[config.mk]
export PLATFORM = sky130hd
export DESIGN_NAME = icache_refill_flat
export DESIGN_NICKNAME = d
export VERILOG_FILES = /design/src/rtl/icache_refill_if.sv /design/src/rtl/icache_refill.sv /design/src/flat_wrapper.sv
export SDC_FILE = /design/constraint.sdc
export NUM_CORES = 1
export LEC_CHECK = 0
export BUFFER_PORTS_ARGS = -buffer_cell sky130_fd_sc_hd__buf_2
export CORE_ASPECT_RATIO = 0.5
export CORE_MARGIN = 8
export CORE_UTILIZATION = 45
export CTS_CLUSTER_DIAMETER = 30
export DETAILED_ROUTE_END_ITERATION = 6
export GPL_TIMING_DRIVEN = 0
export PLACE_DENSITY = 0.86
export SLEW_MARGIN = 15
export SYNTH_ARGS = -nofsm -noshare
export SYNTH_HDL_FRONTEND = slang
export SYNTH_SLANG_ARGS = --single-unit
[constraint.sdc]
create_clock -name clk_in -period 5 [get_ports clk_in]
set_input_delay 0.75 -clock clk_in [delete_from_list [all_inputs] [get_ports clk_in]]
set_output_delay 0.75 -clock clk_in [all_outputs]
set_load 0.02 [all_outputs]
[src/rtl/icache_refill_if.sv]
// Bundle of the miss, fill and RAM-port signals between the refill engine and its neighbours.
// Pure wiring: no latency of its own.
// Flow control is the engine's req/gnt handshake plus the rdy_in freeze carried outside.
interface icache_refill_if;
    logic        miss_valid;
    logic [31:0] miss_addr;
    logic        busy;
    logic [31:0] fill_data;
    logic [31:0] fill_addr;
    logic        fill_we;
    logic        mem_req;
    logic        mem_gnt;
    logic [31:0] mem_a;
    logic        mem_wr;
    logic [7:0]  mem_din;

    // Refill engine side
    modport master (
        input  miss_valid, miss_addr, mem_gnt, mem_din,
        output busy, fill_data, fill_addr, fill_we, mem_req, mem_a, mem_wr
    );

    // Cache / arbiter / RAM side
    modport slave (
        output miss_valid, miss_addr, mem_gnt, mem_din,
        input  busy, fill_data, fill_addr, fill_we, mem_req, mem_a, mem_wr
    );
endinterface

[src/rtl/icache_refill.sv]
// Fetches a missing 32-bit word as four RAM bytes and writes it back to the icache.
// Latency: fill_we 7 cycles after miss accept with immediate grant (+1 per grant-wait cycle).
// Backpressure: holds in REQ until mem_gnt; rdy_in=0 freezes everything. Macro REFILL_FLUSH_EN adds flush_in.
module icache_refill (
    input  logic             clk_in,
    input  logic             rst_in,
    input  logic             rdy_in,
`ifdef REFILL_FLUSH_EN
    input  logic             flush_in,
`endif
    icache_refill_if.master  bus
);

    typedef enum logic [2:0] {
        IDLE  = 3'd0,
        REQ   = 3'd1,
        ISSUE = 3'd2,
        WAIT  = 3'd3,
        DONE  = 3'd4
    } state_t;

    state_t      state;
    state_t      state_nxt;
    logic [1:0]  cnt;
    logic [1:0]  cnt_nxt;
    logic [31:0] base;
    logic [31:0] fill_data;
    logic        flush;
    logic        accept;
    logic        capture_en;
    logic [1:0]  cap_idx;
    logic [7:0]  cap_byte;
    // RAM keeps reading while we are frozen, so the byte that was valid on the
    // first stalled cycle is parked here until the capture actually happens.
    logic [7:0]  hold_byte;
    logic        hold_vld;
    logic        unused_addr_bits;

`ifdef REFILL_FLUSH_EN
    assign flush = flush_in;
`else
    assign flush = 1'b0;
`endif

    // Low address bits are dropped: refills are always word aligned.
    assign unused_addr_bits = ^bus.miss_addr[1:0];

    assign accept     = (state == IDLE) && bus.miss_valid && !flush;
    assign capture_en = ((state == ISSUE) && (cnt != 2'd0)) || (state == WAIT);
    assign cap_idx    = (state == WAIT) ? 2'd3 : (cnt - 2'd1);
    assign cap_byte   = hold_vld ? hold_byte : bus.mem_din;

    // Next-state and byte-counter logic
    always_comb begin
        state_nxt = state;
        cnt_nxt   = cnt;
        case (state)
            IDLE: begin
                if (accept) begin
                    state_nxt = REQ;
                    cnt_nxt   = 2'd0;
                end
            end
            REQ: begin
                if (bus.mem_gnt) begin
                    state_nxt = ISSUE;
                    cnt_nxt   = 2'd0;
                end
            end
            ISSUE: begin
                if (cnt == 2'd3) begin
                    state_nxt = WAIT;
                end else begin
                    cnt_nxt = cnt + 2'd1;
                end
            end
            WAIT:    state_nxt = DONE;
            DONE:    state_nxt = IDLE;
            default: state_nxt = IDLE;
        endcase
        // A redirect abandons whatever refill is in flight.
        if (flush && (state != IDLE)) begin
            state_nxt = IDLE;
        end
    end

    // State and byte counter register, frozen while rdy_in is low
    always_ff @(posedge clk_in or negedge rst_in) begin
        if (!rst_in) begin
            state <= IDLE;
            cnt   <= 2'd0;
        end else if (rdy_in) begin
            state <= state_nxt;
            cnt   <= cnt_nxt;
        end
    end

    // Latch the word-aligned miss address; stays put for the whole refill
    always_ff @(posedge clk_in or negedge rst_in) begin
        if (!rst_in) begin
            base <= 32'd0;
        end else if (rdy_in && accept) begin
            base <= {bus.miss_addr[31:2], 2'b00};
        end
    end

    // Assemble the little-endian word one byte per cycle
    always_ff @(posedge clk_in or negedge rst_in) begin
        if (!rst_in) begin
            fill_data <= 32'd0;
        end else if (rdy_in && capture_en) begin
            fill_data[{cap_idx, 3'b000} +: 8] <= cap_byte;
        end
    end

    // Park the in-flight RAM byte on the first frozen cycle of a capture slot
    always_ff @(posedge clk_in or negedge rst_in) begin
        if (!rst_in) begin
            hold_byte <= 8'd0;
            hold_vld  <= 1'b0;
        end else if (rdy_in) begin
            hold_vld <= 1'b0;
        end else if (capture_en && !hold_vld) begin
            hold_byte <= bus.mem_din;
            hold_vld  <= 1'b1;
        end
    end

    // base+cnt never carries past bit 1, so the sum is a plain concatenation.
    assign bus.mem_a     = {base[31:2], cnt};
    assign bus.mem_wr    = 1'b0;
    assign bus.busy      = (state != IDLE);
    assign bus.mem_req   = (state == REQ) || (state == ISSUE) || (state == WAIT);
    assign bus.fill_data = fill_data;
    assign bus.fill_addr = base;
    assign bus.fill_we   = (state == DONE) && !flush;

endmodule

[src/flat_wrapper.sv]
// flat-port wrapper written by rule: the top's interface ports become plain ports
module icache_refill_flat 
  (clk_in, rst_in, rdy_in, bus_miss_valid, bus_miss_addr, bus_mem_gnt, bus_mem_din, bus_busy, bus_fill_data, bus_fill_addr, bus_fill_we, bus_mem_req, bus_mem_a, bus_mem_wr);
  icache_refill_if bus_i ();
  input  logic clk_in;
  input  logic rst_in;
  input  logic rdy_in;
  input wire logic [$bits(bus_i.miss_valid)-1:0] bus_miss_valid;
  input wire logic [$bits(bus_i.miss_addr)-1:0] bus_miss_addr;
  input wire logic [$bits(bus_i.mem_gnt)-1:0] bus_mem_gnt;
  input wire logic [$bits(bus_i.mem_din)-1:0] bus_mem_din;
  output wire logic [$bits(bus_i.busy)-1:0] bus_busy;
  output wire logic [$bits(bus_i.fill_data)-1:0] bus_fill_data;
  output wire logic [$bits(bus_i.fill_addr)-1:0] bus_fill_addr;
  output wire logic [$bits(bus_i.fill_we)-1:0] bus_fill_we;
  output wire logic [$bits(bus_i.mem_req)-1:0] bus_mem_req;
  output wire logic [$bits(bus_i.mem_a)-1:0] bus_mem_a;
  output wire logic [$bits(bus_i.mem_wr)-1:0] bus_mem_wr;
  assign bus_i.miss_valid = bus_miss_valid;
  assign bus_i.miss_addr = bus_miss_addr;
  assign bus_i.mem_gnt = bus_mem_gnt;
  assign bus_i.mem_din = bus_mem_din;
  assign bus_busy = bus_i.busy;
  assign bus_fill_data = bus_i.fill_data;
  assign bus_fill_addr = bus_i.fill_addr;
  assign bus_fill_we = bus_i.fill_we;
  assign bus_mem_req = bus_i.mem_req;
  assign bus_mem_a = bus_i.mem_a;
  assign bus_mem_wr = bus_i.mem_wr;
  icache_refill u_core (.clk_in(clk_in), .rst_in(rst_in), .rdy_in(rdy_in), .bus(bus_i));
endmodule
==> flow_summary_export.csv, run 1 <==
group,metric,value,unit
run_status,outcome,"finished clean",
critical_path,crit_required,5240,ps
yosys,synth.mux.area_fraction,16.3,%
global_route,first_global_vias,2917,
power_and_ir_drop,power_density,692,nW/um2
sta,min_period,3040,ps
power_and_ir_drop,vdd_drop_max,0.000258,V
floorplan,fp.dieArea,11600,um2
sta,slew_headroom,41.7,%
cells_and_area,final_cells,573,
yosys,synth_top_area_share,50.9,%
floorplan,rows,23,
critical_path,worstSetupPathType,"reg -> reg",
floorplan,die_w,145,um
critical_path,path_cells,"buf_4 > nand3b_1 > clkbuf_1 > and2_1 > ha_1 > or3_1 > buf_4 > or3b_1 > buf_6 > o31ai_2",
drt,num_vias,2904,
critical_path,end_kind,"flip-flop",
drt,avgRoutedWirePerCell,17.1,um
critical_path,crit_path_frequent_cell,"buf_4",
yosys,synth_xor_area_share,0,%
clocking,clk_pin_slew,60,ps
drt,wl_met2,5200,um
clocking,cts_buffers,9,
drt,routed_via_density,5.07,
drt,firstDrtPassIters,4,
floorplan,core-area,8030,um2
sta,fin_crit_sh,60.7,%
sta,finalHoldViolations,0,
global_route,grtUsageTotal,17.1,%
sta,drv_slew,0,
yosys,ys_seq_area_share,50.9,%
floorplan,die_h,80.4,um
yosys,synth_common_cells,"76 x dfrtp_1, 35 x buf_4, 31 x mux2_1, 27 x o31ai_1, 16 x mux2_2",
clocking,root_buffer,"clkbuf_16",
yosys,avgSynthCellArea,12.3,um2
sta,finClkSkew,7.23,ps
yosys,synthSimpleGateAreaFrac,6.50,%
clocking,clk_latency,330,ps
global_route,overflow,0,
critical_path,slowest_delay,380,ps
yosys,synth_top_family_by_area,"multiplexers",
drt,drt_iter0_markers,153,
flow_run,max_cap_viol_count,0,
cells_and_area,syn2layout_area_growth,31.9,%
critical_path,worst-path-buf-inv,4,
power_and_ir_drop,power.leakage,2.46,nW
critical_path,start_kind,"flip-flop",
clocking,ctsResizeCount,0,
critical_path,slowest_stage,"or3b_1",
global_route,grt_pass1_wl,15600,um
yosys,yosys.area.top_type,"dfrtp_1",
critical_path,crit_arrival,3270,ps
global_route,grt_max_degree,55,
sta,setup_viol_count_final,0,
floorplan,floorplan.initialDensity,46.5,%
floorplan,pin_count,145,
placement,io_buffer_count,139,
cells_and_area,final_util,61.3,%
cells_and_area,finalInstanceArea,4920,um2
placement,place_congestion,0.841,
global_route,antenna_found_initial,0,
clocking,cts_max_path_buffers,2,
drt,drt-met1-wl,3830,um
yosys,synth_warnings,0,
placement,hpwlAfterDp,7480,um
yosys,synthDistinctLibCells,39,
cells_and_area,nets,508,
critical_path,crit_path_max_fanout,10,
yosys,synthCells,303,
clocking,htree_num_levels,3,
yosys,synth_area_leaders,"dfrtp_1 51%, mux2_1 9.3%, buf_4 7.0%",
yosys,yosysMostFrequentCell,"dfrtp_1",
yosys,synth_area,3730,um2
clocking,cts_setup_buffers,0,
yosys,ys_seq_elements,76,
cells_and_area,n_antenna_cell,0,
sta,rsz0062_at_grt,"no",
clocking,cts_tree,"done",
yosys,synth_flop_cell,"dfrtp_1",
cells_and_area,drive_gt1_share,49.2,%
yosys,synthAdderAreaFrac,2.35,%
worst_hold_path,min_path_type,"in -> async",
drt,routed_wl,9780,um
drt,ant_nets,0,
clocking,cts_hold_buf,0,
yosys,synth_edf_count,0,
sta,tightestPinTransition,872,ps
critical_path,crit_family,"simple AND/OR/NAND/NOR gates",
yosys,async_reset_ff_share,100,%
sta,fmax,329,MHz
drt,drc,0,
drt,top_layer,"met4",
drt,dr_wl_met3,592,um
clocking,cts.sinks,76,
yosys,synth_compound_area_share,13.6,%
placement,placed_cells,557,
sta,tns,0,ps
critical_path,reg2reg_slack,1960,ps
placement,place_area,4610,um2
## registers in the layout, indices dropped and copies added, names as in the netlist
register,count
u_core.hold_vld,1
u_core.hold_byte,8
u_core.cnt,2
u_core.bus.fill_data,32
u_core.bus.fill_addr,30
u_core.state,3
## worst reg2reg max path, stage by stage (launching register included)
cell	delay, ps
dfrtp_1	360
buf_4	170
nand3b_1	200
clkbuf_1	370
and2_1	280
ha_1	290
or3_1	320
buf_4	170
or3b_1	380
buf_6	160
o31ai_2	240
## per-layer routing
layer | track usage (%) | vias up
li1 | - | 1388
met1 | 19.7 | 1428
met2 | 30.2 | 75
met3 | 4.79 | 13
met4 | 6.39 | 0
met5 | 0 | -
## layout by cell type (no fill, tap or decap), drive strengths merged, types with 3 or more instances in the layout
cell    Yosys  final
nor2b       3      3
or3         4      4
conb        1      3
nor2        4      4
nor4        8      8
o31ai      35     35
mux2       47     47
nand3       6      6
ha          7      7
clkbuf     12     21
o21ai       6      6
a22o        9      9
inv         8      8
mux2i       8      8
nand2       4      4
dfrtp      76     76
buf        42    182
a211oi      8      8
clkinv      0      4
## report_power, final
group	switching, W	total (W)	internal, W
combinational	0.00103	0.00172	0.000685
sequential	0.000156	0.00100	0.000848
clock	0.000251	0.000686	0.000435
## cell families after synthesis
kind of cell,after synthesis
flip-flops,76
multiplexers,55
other,1
AO/OA/AOI/OAI,62
adder cells (fa/ha/maj),7
buffers and inverters,62
AND/OR/NAND/NOR,40
## final cells by class
| class | instances | area (um2) |
|---|---|---|
| clock inverters | 7 | 91.3 |
| fillers | 658 | 3100 |
| plain buffers | 54 | 350 |
| clock buffers | 9 | 225 |
| flip-flops and latches | 76 | 1900 |
| inverters | 8 | 30.0 |
| well taps | 112 | 140 |
| multi-input cells | 167 | 1460 |
| repair buffers | 140 | 726 |
## final timing paths
check / endpoint / depth (start not counted) / startpoint
setup / recovery: u_core.bus.fill_data[18]$_DFFE_PN0P_ / 10 / u_core.state[1]$_DFFE_PN0P_
hold / removal: u_core.bus.fill_data[18]$_DFFE_PN0P_ / 1 / rst_in
setup reg to reg: u_core.bus.fill_data[18]$_DFFE_PN0P_ / 10 / u_core.state[1]$_DFFE_PN0P_
hold reg to reg: u_core.bus.fill_data[4]$_DFFE_PN0P_ / 2 / u_core.bus.fill_data[4]$_DFFE_PN0P_
max in group asynchronous: u_core.bus.fill_addr[11]$_DFFE_PN0P_ / 2 / rst_in
min in group clk_in: u_core.bus.fill_data[4]$_DFFE_PN0P_ / 2 / u_core.bus.fill_data[4]$_DFFE_PN0P_
## per-stage QoR
step	worst slack, ps	hold WS [ps]	power, W
5_1_grt	1850	324	0.00361
3_3_place_gp	2160	483	0.00268
6_report	1960	317	0.00341
3_5_place_dp	2060	486	0.00274
2_1_floorplan	2370	454	0.00218
4_1_cts	1970	315	0.00344
(Power assumes the default switching activity.)
==> inputs of run 2 (changes only) <==
- ABC_AREA: not set -> 1
- PLACE_DENSITY: 0.86 -> 0.84
- clock period: 5 -> 3.1 ns (I/O delays scaled with it)
==> flow_summary_export.csv, run 2 <==
group,metric,value,unit
run_status,outcome,"finished clean",
placement,place_congestion,0.774,
sta,min_period,2590,ps
yosys,synth_area,4170,um2
critical_path,reg2reg_slack,510,ps
floorplan,core-area,8860,um2
critical_path,crit_path_frequent_cell,"inv_1",
global_route,antenna_found_initial,0,
critical_path,reg2reg_to,"u_core.bus.fill_data[18]$_DFFE_PN0P_",
flow_run,max_cap_viol_count,0,
clocking,root_buffer,"clkbuf_16",
sta,fmax,387,MHz
critical_path,r2r_start,"u_core.cnt[0]$_DFFE_PN0P_",
sta,whs,19.2,ps
drt,routed_via_density,4.57,
floorplan,die_h,84.1,um
yosys,synth_common_cells,"122 x nand2_1, 76 x dfrtp_1, 62 x o21ai_2, 60 x inv_1, 34 x buf_4",
critical_path,crit_required,3360,ps
sta,setup_viol_count_final,0,
critical_path,slowest_stage,"dfrtp_1",
sta,finClkSkew,6.95,ps
yosys,avgSynthCellArea,9.01,um2
cells_and_area,drive_gt1_share,47.1,%
clocking,cts_max_path_buffers,2,
clocking,clk_latency,330,ps
clocking,cts.sinks,76,
yosys,yosysMostFrequentCell,"nand2_1",
yosys,synthCells,463,
drt,firstDrtPassIters,4,
yosys,ys_seq_area_share,45.6,%
cells_and_area,nets,667,
drt,num_vias,3365,
clocking,clk_pin_slew,60,ps
drt,ant_nets,0,
power_and_ir_drop,vdd_drop_max,0.000416,V
power_and_ir_drop,p_clk_share,21.9,%
critical_path,startpoint,"u_core.cnt[0]$_DFFE_PN0P_",
power_and_ir_drop,combPwrFrac,49.5,%
placement,io_buffer_count,138,
clocking,cts_buffers,9,
cells_and_area,fill_cells,770,
sta,tns,0,ps
floorplan,die_w,152,um
cells_and_area,largest_register_ffs,32,
drt,drc,0,
sta,drv_slew,0,
critical_path,timing.reg2reg.worst_path_depth,11,
drt,drt_iter0_markers,223,
power_and_ir_drop,power_density,1030,nW/um2
yosys,ys_seq_elements,76,
critical_path,crit_path_max_fanout,9,
global_route,grt_max_degree,58,
clocking,cts_hold_buf,0,
worst_hold_path,min_path_type,"in -> async",
critical_path,endpoint,"u_core.bus.fill_data[18]$_DFFE_PN0P_",
floorplan,fp.dieArea,12800,um2
global_route,overflow,0,
critical_path,slowest_delay,470,ps
cells_and_area,syn2layout_area_growth,29.4,%
global_route,grtUsageTotal,15.6,%
critical_path,crit_arrival,2850,ps
critical_path,start_kind,"flip-flop",
cells_and_area,final_cell_mix,"139 x buf_2, 122 x nand2_1, 76 x dfrtp_1",
floorplan,pin_count,145,
sta,fin_crit_sh,83.5,%
clocking,ctsResizeCount,0,
critical_path,worstSetupPathType,"reg -> reg",
yosys,synth_area_leaders,"dfrtp_1 46%, o21ai_2 13%, nand2_1 11%",
yosys,yosys.area.top_type,"dfrtp_1",
cells_and_area,largest-register,"u_core.bus.fill_data",
cells_and_area,final_common_cell,"buf_2",
sta,rsz0062_at_grt,"no",
clocking,htree_num_levels,3,
placement,hpwlAfterDp,7700,um
yosys,synth_flop_cell,"dfrtp_1",
power_and_ir_drop,swShare,42.3,%
critical_path,path_cells,"inv_1 > ha_1 > inv_1 > nor2_1 > inv_1 > ha_1 > nor2_2 > inv_1 > nor2_4 > nand2_1 > o21ai_2",
drt,routed_wl,10000,um
yosys,synth_top_area_share,45.6,%
critical_path,end_kind,"flip-flop",
yosys,async_reset_ff_share,100,%
sta,finalHoldViolations,0,
global_route,first_global_vias,3303,
power_and_ir_drop,pwr-share-seq,28.6,%
power_and_ir_drop,p_int,0.00319,W
drt,avgRoutedWirePerCell,13.6,um
yosys,synth_warnings,0,
clocking,cts_setup_buffers,0,
floorplan,rows,24,
power_and_ir_drop,power.leakage,3.03,nW
global_route,grt_pass1_wl,16400,um
clocking,cts_tree,"done",
yosys,synth_edf_count,0,
floorplan,floorplan.initialDensity,47.1,%
yosys,synthDistinctLibCells,22,
cells_and_area,n_antenna_cell,0,
power_and_ir_drop,switchingPower,0.00234,W
## run 2: metal layers
layer	vias up	track usage, %	part of all wire, %
li1	1709	-	-
met5	-	0	0
met1	1568	16.5	40
met4	0	5.49	1.4
met3	12	5.58	5.9
met2	76	28.6	53
## run 2: stage by stage
| step | total power, W | utilization, % | worst slack (ps) | area (um2) | cells |
|---|---|---|---|---|---|
| 6_report | 0.00554 | 60.9 | 513 | 5400 | 737 |
| 5_1_grt | 0.00589 | 60.9 | 333 | 5400 | 737 |
| 4_1_cts | 0.00560 | 60.9 | 541 | 5400 | 737 |
| 3_5_place_dp | 0.00436 | 57.0 | 545 | 5050 | 721 |
| 3_3_place_gp | 0.00427 | 56.6 | 651 | 5020 | 720 |
| 2_1_floorplan | 0.00355 | - | 779 | 4180 | 465 |
## run 2: worst min-delay path by stage
stage                                         from                              endpoint  slack, ps  depth (start not counted)
2_1_floorplan                               rst_in  u_core.bus.fill_addr[10]$_DFFE_PN0P_        170                          0
3_3_place_gp   u_core.bus.fill_data[9]$_DFFE_PN0P_   u_core.bus.fill_data[9]$_DFFE_PN0P_        470                          2
3_5_place_dp                                rst_in       u_core.hold_byte[7]$_DFFE_PN0P_        370                          1
4_1_cts                                     rst_in       u_core.hold_byte[2]$_DFFE_PN0P_         20                          1
5_1_grt                                     rst_in   u_core.bus.fill_data[7]$_DFFE_PN0P_         30                          1
6_report                                    rst_in  u_core.bus.fill_data[13]$_DFFE_PN0P_         20                          1
## run 2: cells by family after synthesis
| kind of cell | count (synthesis) | synth area share (%) |
|---|---|---|
| compound gates | 72 | 14.3 |
| simple gates | 194 | 22.3 |
| fa+ha+maj | 7 | 2.10 |
| other cells | 1 | 0.0899 |
| flops | 76 | 45.6 |
| buf+inv | 113 | 15.6 |
## run 2: layout make-up
cell class | count | area (um2) | share of cell area (%)
Inverter | 64 | 240 | 4.45
Tap cell | 117 | 146 | 2.71
Timing Repair Buffer | 139 | 721 | 13.4
Clock inverter | 4 | 95.1 | 1.76
Multi-Input combinational cell | 276 | 1630 | 30.1
Clock buffer | 12 | 256 | 4.75
Buffer | 49 | 412 | 7.63
Sequential cell | 76 | 1900 | 35.2
## run 2: critical path, delay by kind of cell, from the launching register on
| family | cells | cell delay (ps) |
|---|---|---|
| AND/OR/NAND/NOR | 4 | 930 |
| adder cells (fa/ha/maj) | 2 | 630 |
| flip-flops | 1 | 470 |
| buffers and inverters | 4 | 380 |
| AO/OA/AOI/OAI | 1 | 130 |
## run 2: power groups by stage
| stage | registers, W | logic [W] | clock network [W] |
|---|---|---|---|
| 2_1_floorplan | 0.00190 | 0.00165 | 0 |
| 3_3_place_gp | 0.00158 | 0.00269 | 0 |
| 3_5_place_dp | 0.00160 | 0.00276 | 0 |
| 4_1_cts | 0.00159 | 0.00277 | 0.00124 |
| 5_1_grt | 0.00164 | 0.00297 | 0.00128 |
| 6_report | 0.00158 | 0.00274 | 0.00121 |
